**src/rtl/rf_ctrl_pkg.sv**
```systemverilog
// Shared constants and types for the register-file write-port control logic.
package rf_ctrl_pkg;

  localparam int XLEN   = 32;
  localparam int NREG   = 32;
  localparam int REG_AW = 5;

  typedef enum logic {
    EMPTY = 1'b0,
    HELD  = 1'b1
  } buf_state_e;

  function automatic logic [NREG-1:0] reg_onehot(input logic [REG_AW-1:0] idx);
    logic [NREG-1:0] one;
    one = {{(NREG-1){1'b0}}, 1'b1};
    return one << idx;
  endfunction

endpackage

```
**src/rtl/rf_wb_arbiter_if.sv**
```systemverilog
// Writeback, long-latency unit, decode and register-file port bundle for rf_wb_arbiter.
interface rf_wb_arbiter_if;
  import rf_ctrl_pkg::*;

  logic              wb_valid;
  logic [REG_AW-1:0] wb_rd;
  logic [XLEN-1:0]   wb_data;

  logic              lu_issue_valid;
  logic [REG_AW-1:0] lu_issue_rd;
  logic              lu_issue_ready;

  logic              lu_resp_valid;
  logic [REG_AW-1:0] lu_resp_rd;
  logic [XLEN-1:0]   lu_resp_data;
  logic              lu_resp_ready;

  logic              dec_valid;
  logic [REG_AW-1:0] dec_rs1;
  logic [REG_AW-1:0] dec_rs2;
  logic [REG_AW-1:0] dec_rd;
  logic              hazard_stall;
  logic              bubble_req;

  logic              rf_we;
  logic [REG_AW-1:0] rf_waddr;
  logic [XLEN-1:0]   rf_wdata;

  modport slave (
    input  wb_valid, wb_rd, wb_data,
    input  lu_issue_valid, lu_issue_rd,
    output lu_issue_ready,
    input  lu_resp_valid, lu_resp_rd, lu_resp_data,
    output lu_resp_ready,
    input  dec_valid, dec_rs1, dec_rs2, dec_rd,
    output hazard_stall, bubble_req,
    output rf_we, rf_waddr, rf_wdata
  );

  modport master (
    output wb_valid, wb_rd, wb_data,
    output lu_issue_valid, lu_issue_rd,
    input  lu_issue_ready,
    output lu_resp_valid, lu_resp_rd, lu_resp_data,
    input  lu_resp_ready,
    output dec_valid, dec_rs1, dec_rs2, dec_rd,
    input  hazard_stall, bubble_req,
    input  rf_we, rf_waddr, rf_wdata
  );

endinterface

```
**src/rtl/rf_scoreboard.sv**
```systemverilog
// Pending-write scoreboard: one bit per architectural register with a long-latency
// result outstanding. Register 0 never becomes pending.
module rf_scoreboard
  import rf_ctrl_pkg::*;
(
  input  logic              clk,
  input  logic              rst,
  input  logic              set_en,
  input  logic [REG_AW-1:0] set_idx,
  input  logic              clr_en,
  input  logic [REG_AW-1:0] clr_idx,
  input  logic [REG_AW-1:0] look_a_idx,
  input  logic [REG_AW-1:0] look_b_idx,
  input  logic [REG_AW-1:0] look_c_idx,
  output logic              look_a_hit,
  output logic              look_b_hit,
  output logic              look_c_hit,
  output logic [NREG-1:0]   pending_o
);

  logic [NREG-1:0] pending_q;
  logic [NREG-1:0] pending_d;

  always_comb begin
    pending_d = pending_q;
    if (clr_en) pending_d = pending_d & ~reg_onehot(clr_idx);
    if (set_en) pending_d = pending_d | reg_onehot(set_idx);
    pending_d[0] = 1'b0;
  end

  always_ff @(posedge clk) begin
    if (!rst) pending_q <= '0;
    else      pending_q <= pending_d;
  end

  assign look_a_hit = pending_q[look_a_idx];
  assign look_b_hit = pending_q[look_b_idx];
  assign look_c_hit = pending_q[look_c_idx];
  assign pending_o  = pending_q;

endmodule

```
**src/rtl/rf_wb_arbiter.sv**
```systemverilog
// Register-file write-port arbiter: writeback always wins, long-latency results go
// direct or through a one-entry buffer; a starve counter requests a writeback bubble.
//   state | meaning
//   EMPTY | buffer free, long-latency responses accepted
//   HELD  | buffer holds a result waiting for an idle write port
module rf_wb_arbiter
  import rf_ctrl_pkg::*;
#(
  parameter int STARVE_MAX = 4
) (
  input logic           clk,
  input logic           rst,
  rf_wb_arbiter_if.slave bus
);

  localparam int SW = $clog2(STARVE_MAX + 1);
  localparam logic [SW-1:0] STARVE_TOP = SW'(STARVE_MAX);

  buf_state_e        state_q, state_d;
  logic [REG_AW-1:0] buf_rd_q, buf_rd_d;
  logic [XLEN-1:0]   buf_data_q, buf_data_d;
  logic [SW-1:0]     starve_q, starve_d;

  logic              issue_ready;
  logic              issue_fire;
  logic              resp_ready;
  logic              resp_fire;
  logic              clr_en;
  logic [REG_AW-1:0] clr_idx;
  logic              rf_we_c;
  logic [REG_AW-1:0] rf_waddr_c;
  logic [XLEN-1:0]   rf_wdata_c;
  logic              hit_rs1, hit_rs2, hit_rd;
  logic [NREG-1:0]   pending;

  rf_scoreboard u_sb (
    .clk        (clk),
    .rst        (rst),
    .set_en     (issue_fire),
    .set_idx    (bus.lu_issue_rd),
    .clr_en     (clr_en),
    .clr_idx    (clr_idx),
    .look_a_idx (bus.dec_rs1),
    .look_b_idx (bus.dec_rs2),
    .look_c_idx (bus.dec_rd),
    .look_a_hit (hit_rs1),
    .look_b_hit (hit_rs2),
    .look_c_hit (hit_rd),
    .pending_o  (pending)
  );

  // Ready depends only on registered state so a response can never gate its own acceptance.
  assign issue_ready = !pending[bus.lu_issue_rd];
  assign issue_fire  = bus.lu_issue_valid && issue_ready;
  assign resp_ready  = (state_q == EMPTY);
  assign resp_fire   = bus.lu_resp_valid && resp_ready;

  always_comb begin
    state_d    = state_q;
    buf_rd_d   = buf_rd_q;
    buf_data_d = buf_data_q;
    starve_d   = starve_q;
    clr_en     = 1'b0;
    clr_idx    = '0;
    rf_we_c    = 1'b0;
    rf_waddr_c = '0;
    rf_wdata_c = '0;

    if (bus.wb_valid) begin
      rf_we_c    = 1'b1;
      rf_waddr_c = bus.wb_rd;
      rf_wdata_c = bus.wb_data;
    end else if (state_q == HELD) begin
      rf_we_c    = 1'b1;
      rf_waddr_c = buf_rd_q;
      rf_wdata_c = buf_data_q;
      clr_en     = 1'b1;
      clr_idx    = buf_rd_q;
    end else if (resp_fire) begin
      rf_we_c    = 1'b1;
      rf_waddr_c = bus.lu_resp_rd;
      rf_wdata_c = bus.lu_resp_data;
      clr_en     = 1'b1;
      clr_idx    = bus.lu_resp_rd;
    end

    case (state_q)
      EMPTY: begin
        if (resp_fire && bus.wb_valid) begin
          state_d    = HELD;
          buf_rd_d   = bus.lu_resp_rd;
          buf_data_d = bus.lu_resp_data;
          starve_d   = '0;
        end
      end
      HELD: begin
        if (!bus.wb_valid) begin
          state_d  = EMPTY;
          starve_d = '0;
        end else if (starve_q != STARVE_TOP) begin
          starve_d = starve_q + 1'b1;
        end
      end
      default: begin
        state_d  = EMPTY;
        starve_d = '0;
      end
    endcase
  end

  always_ff @(posedge clk) begin
    if (!rst) begin
      state_q    <= EMPTY;
      buf_rd_q   <= '0;
      buf_data_q <= '0;
      starve_q   <= '0;
    end else begin
      state_q    <= state_d;
      buf_rd_q   <= buf_rd_d;
      buf_data_q <= buf_data_d;
      starve_q   <= starve_d;
    end
  end

  assign bus.lu_issue_ready = issue_ready;
  assign bus.lu_resp_ready  = resp_ready;
  assign bus.hazard_stall   = bus.dec_valid && (hit_rs1 || hit_rs2 || hit_rd);
  assign bus.bubble_req     = (state_q == HELD) && (starve_q == STARVE_TOP);
  assign bus.rf_we          = rf_we_c;
  assign bus.rf_waddr       = rf_waddr_c;
  assign bus.rf_wdata       = rf_wdata_c;

endmodule

```
**src/flat_wrapper.sv**
```systemverilog
// flat-port wrapper written by rule: the top's interface ports become plain ports
module rf_wb_arbiter_flat import rf_ctrl_pkg::*;
#(
  parameter int STARVE_MAX = 4
)
  (clk, rst, bus_wb_valid, bus_wb_rd, bus_wb_data, bus_lu_issue_valid, bus_lu_issue_rd, bus_lu_issue_ready, bus_lu_resp_valid, bus_lu_resp_rd, bus_lu_resp_data, bus_lu_resp_ready, bus_dec_valid, bus_dec_rs1, bus_dec_rs2, bus_dec_rd, bus_hazard_stall, bus_bubble_req, bus_rf_we, bus_rf_waddr, bus_rf_wdata);
  rf_wb_arbiter_if bus_i ();
  input logic clk;
  input logic rst;
  input wire logic [$bits(bus_i.wb_valid)-1:0] bus_wb_valid;
  input wire logic [$bits(bus_i.wb_rd)-1:0] bus_wb_rd;
  input wire logic [$bits(bus_i.wb_data)-1:0] bus_wb_data;
  input wire logic [$bits(bus_i.lu_issue_valid)-1:0] bus_lu_issue_valid;
  input wire logic [$bits(bus_i.lu_issue_rd)-1:0] bus_lu_issue_rd;
  output wire logic [$bits(bus_i.lu_issue_ready)-1:0] bus_lu_issue_ready;
  input wire logic [$bits(bus_i.lu_resp_valid)-1:0] bus_lu_resp_valid;
  input wire logic [$bits(bus_i.lu_resp_rd)-1:0] bus_lu_resp_rd;
  input wire logic [$bits(bus_i.lu_resp_data)-1:0] bus_lu_resp_data;
  output wire logic [$bits(bus_i.lu_resp_ready)-1:0] bus_lu_resp_ready;
  input wire logic [$bits(bus_i.dec_valid)-1:0] bus_dec_valid;
  input wire logic [$bits(bus_i.dec_rs1)-1:0] bus_dec_rs1;
  input wire logic [$bits(bus_i.dec_rs2)-1:0] bus_dec_rs2;
  input wire logic [$bits(bus_i.dec_rd)-1:0] bus_dec_rd;
  output wire logic [$bits(bus_i.hazard_stall)-1:0] bus_hazard_stall;
  output wire logic [$bits(bus_i.bubble_req)-1:0] bus_bubble_req;
  output wire logic [$bits(bus_i.rf_we)-1:0] bus_rf_we;
  output wire logic [$bits(bus_i.rf_waddr)-1:0] bus_rf_waddr;
  output wire logic [$bits(bus_i.rf_wdata)-1:0] bus_rf_wdata;
  assign bus_i.wb_valid = bus_wb_valid;
  assign bus_i.wb_rd = bus_wb_rd;
  assign bus_i.wb_data = bus_wb_data;
  assign bus_i.lu_issue_valid = bus_lu_issue_valid;
  assign bus_i.lu_issue_rd = bus_lu_issue_rd;
  assign bus_lu_issue_ready = bus_i.lu_issue_ready;
  assign bus_i.lu_resp_valid = bus_lu_resp_valid;
  assign bus_i.lu_resp_rd = bus_lu_resp_rd;
  assign bus_i.lu_resp_data = bus_lu_resp_data;
  assign bus_lu_resp_ready = bus_i.lu_resp_ready;
  assign bus_i.dec_valid = bus_dec_valid;
  assign bus_i.dec_rs1 = bus_dec_rs1;
  assign bus_i.dec_rs2 = bus_dec_rs2;
  assign bus_i.dec_rd = bus_dec_rd;
  assign bus_hazard_stall = bus_i.hazard_stall;
  assign bus_bubble_req = bus_i.bubble_req;
  assign bus_rf_we = bus_i.rf_we;
  assign bus_rf_waddr = bus_i.rf_waddr;
  assign bus_rf_wdata = bus_i.rf_wdata;
  rf_wb_arbiter #(.STARVE_MAX(STARVE_MAX)) u_core (.clk(clk), .rst(rst), .bus(bus_i));
endmodule
```
**config.mk**
```make
export PLATFORM = sky130hd
export DESIGN_NAME = rf_wb_arbiter_flat
export DESIGN_NICKNAME = d
export VERILOG_FILES = /design/src/rtl/rf_ctrl_pkg.sv /design/src/rtl/rf_wb_arbiter_if.sv /design/src/rtl/rf_scoreboard.sv /design/src/rtl/rf_wb_arbiter.sv /design/src/flat_wrapper.sv
export SDC_FILE = /design/constraint.sdc
export NUM_CORES = 1
export LEC_CHECK = 0
export ABC_AREA = 0
export CAP_MARGIN = 15
export CORE_ASPECT_RATIO = 0.5
export CORE_UTILIZATION = 35
export DETAILED_ROUTE_END_ITERATION = 10
export PLACE_DENSITY = 0.65
export RECOVER_POWER = 100
export SYNTH_ARGS = -nofsm -noshare
export SYNTH_HDL_FRONTEND = slang
export SYNTH_SLANG_ARGS = --single-unit
```
**constraint.sdc**
```tcl
create_clock -name clk -period 2.8 [get_ports clk]
set_clock_uncertainty 0.2 [all_clocks]
set_input_delay 0.42 -clock clk [delete_from_list [all_inputs] [get_ports clk]]
set_output_delay 0.42 -clock clk [all_outputs]
set_load 0.02 [all_outputs]
```
==> metrics <==
Clock Power Share 0.418; RSZ-0062 raised after global routing true; DRC errors left 0; average size of a mapped cell between 8 and 9 um^2; Worst Path Required around 2.2 ns; Final min period 3.00 ns; dpl ws -1.08 ns; internal power 2.19 mW; Mapped Cells ~530; Yosys warning count 0; Iter 0 DRT Violations ~320; NumNets Final about 830; FF-to-FF Start u_core.state_q$_SDFF_PN0_; fin worst setup slack -0.203 ns; number of synthesized flops with an enable pin 0; Post-Layout Cell Count about 910; Die W 165 um; Mapped Nets around 630; Critical Path End bus_hazard_stall; final-report setup violation count 1; post-synth cell types between 50 and 60; Clock Sinks roughly 70; Arrival @ worst endpoint 2.38 ns; Slew headroom 0.134; via count 4976; die height around 84 um; Worst-Skew Late Latency 0.34 ns; Reg clk slew, reported paths 0.06 ns; switch share 0.263; f_max 0.333 GHz; CP endpoint kind output port; Flop pwr share 0.364; Routed WL 16200 um; leakage power 2.83 nW; Seq/Total Area, Yosys 0.310; Final Max Slew Viols 0; area delta synth->final 50.8%; initial antenna violation count 0; layout cell share with drive strength beyond 1 0.239; critical path class in2out; Comb power frac 0.218; gr ovfl total 0; total CTS buffers 9; Avg WL per Cell 17.9 um; reg2reg path depth 5; Vias/cell between 5 and 6; worst-path maximum fanout 6; Final GP Congestion around 0.99; Longest Clk Path Bufs 2; first-pass GRT wire length roughly 26000 um; hpwl dp between 10000 and 15000 um; Peak VDD IR about 260 uV; Slew @ Worst Pin 1.30 ns; final hold violation count 0; status complete, but fails checks; Row Count 29; Root Driver clkbuf_16; startpoint types primary input; Antenna Cells 0; Initial DRT Pass Iterations 4; TritonCTS clock tree yes; overall routing resource usage 0.243; violated checks negative setup slack; initial core utilization 0.363; Post-Syn Area around 4700 um^2; Critical Path Start bus_dec_rs1[0]; Hold Path Class reg2reg; R2R setup slack between 0.3 and 0.4 ns; H-tree levels 3; die area approximately 14000 um^2; sw power 0.782 mW; Power Dens Cells about 420 nW/um^2; max-cap violations 0; Placed Instances between 800 and 900; largest net degree at the start of global routing 56; Core Box Area about 13000 um^2; IO Pins between 100 and 150; worst r2r dst u_core.starve_q[1]$_SDFFE_PN0P_; FFs w/ async S/R, synth 0; Tcrit/Tclk final 1.07; dominant synthesized flop cell dfxtp_1; Yosys reg bits between 70 and 80; IO buf count around 140; Worst Min Path Start u_core.buf_data_q[30]$_SDFFE_PN0P_; Antenna Nets Post-Route 0; vias in the first global route 4944; fill cell count 1216
[Yosys cell counts (5+ instances only)]
cell,number,area share
dfxtp_1,72,0.31
o211ai_1,8,0.013
nor3_1,5,0.0054
a21boi_0,14,0.023
nand3b_1,7,0.011
a32o_1,7,0.015
mux4_2,28,0.14
nand2_1,84,0.068
nand2b_1,7,0.0094
a22o_1,37,0.070
nand3_1,9,0.0097
buf_1,5,0.0040
a21oi_1,40,0.043
clkbuf_1,35,0.028
nor2_1,7,0.0056
nor2b_1,5,0.0067
and3_1,35,0.047
o21ai_0,53,0.057
inv_1,7,0.0056
mux2i_1,6,0.013
[state kept, by name, summed over array words and instances, names as in the netlist]
name                   count
u_core.buf_rd_q            5
u_core.state_q             1
u_core.buf_data_q         32
u_core.starve_q            3
u_core.u_sb.pending_o     31
[power by group through the flow]
stage | clock (mW) | combinational [mW] | sequential (mW)
after floorplan | 0 | 0.319 | 1.10
after global placement | 0 | 0.684 | 1.10
after detailed placement | 0 | 0.690 | 1.10
after CTS | 1.27 | 0.701 | 1.08
after global routing | 1.32 | 0.706 | 1.09
final | 1.24 | 0.650 | 1.08
[placed cells by master, fill, tap and decap left out, drive strengths merged, types with 8 or more instances in the layout]
cell,count
clkdlybuf4s50,88
dfxtp,72
o21ai,54
mux4,31
clkbuf,46
a21oi,40
nand2,84
a21boi,17
and3,35
o211ai,8
nand3,9
dlygate4sd2,13
buf,91
a22o,37
[area by class of cell]
cell class	count	area, um^2	area share
multi-input combinational	407	3040	0.433
timing repair buffer	233	1950	0.278
sequential	72	1470	0.209
clock buffer	11	243	0.0346
tap	170	213	0.0303
clock inverter	5	80.1	0.0114
inverter	7	26.3	0.00375
[how the worst min path moves through the flow]
stage	end	slack [ns]	cells after the start
floorplan	u_core.buf_rd_q[1]$_SDFFE_PN0P_	0.24	1
global placement	u_core.buf_data_q[24]$_SDFFE_PN0P_	0.26	1
detailed placement	u_core.buf_data_q[12]$_SDFFE_PN0P_	0.25	1
CTS	u_core.buf_data_q[28]$_SDFFE_PN0P_	0.28	1
global route	u_core.buf_data_q[6]$_SDFFE_PN0P_	0.29	1
finish	u_core.buf_data_q[30]$_SDFFE_PN0P_	0.27	1
[through the flow]
| stage | util | TNS (ns) | hold WS, ns | area [um^2] | total power, mW |
|---|---|---|---|---|---|
| after detailed placement | 0.529 | -2.13 | 0.254 | 6780 | 1.79 |
| final | 0.548 | -0.203 | 0.273 | 7020 | 2.98 |
| after global placement | 0.529 | -2.00 | 0.255 | 6780 | 1.79 |
| after CTS | 0.562 | -0.223 | 0.276 | 7190 | 3.05 |
| after floorplan | - | 0 | 0.242 | 4650 | 1.42 |
| after global routing | 0.548 | -0.831 | 0.288 | 7020 | 3.11 |
[cells by family (layout without fill, tap and decap cells)]
group / Yosys count / in the layout / share of synthesized area
fa+ha+maj: 2 / 2 / 0.00538
mux: 42 / 42 / 0.178
compound gates: 181 / 181 / 0.260
buf+inv: 52 / 256 / 0.0460
simple gates: 180 / 180 / 0.197
flops: 72 / 72 / 0.310
xor+xnor: 2 / 2 / 0.00377
[layer usage]
layer  track usage  routed length (um)  vias to the layer above
li1              -                   -                     2409
met1         0.313                7170                     2358
met2         0.408                7620                      187
met3        0.0601                1120                       22
met4        0.0609                 260                        0
met5             0                   0                        -
[worst max-delay path, stage by stage]
cell	delay [ns]
dlygate4sd2_1	0.21
buf_6	0.14
mux4_2	0.51
mux4_2	0.49
nand2_2	0.07
o41ai_2	0.07
o41a_1	0.33
buf_6	0.14
[repair_timing]
action / CTS / global route
cloned: 1 / 0
hold buffers: 0 / 0
resized for setup: 70 / 44
buffers inserted: 5 / 3
endpoints found under the setup margin: 29 / 30
pin swaps: 9 / 2
Power figures use the tool's default switching activity.
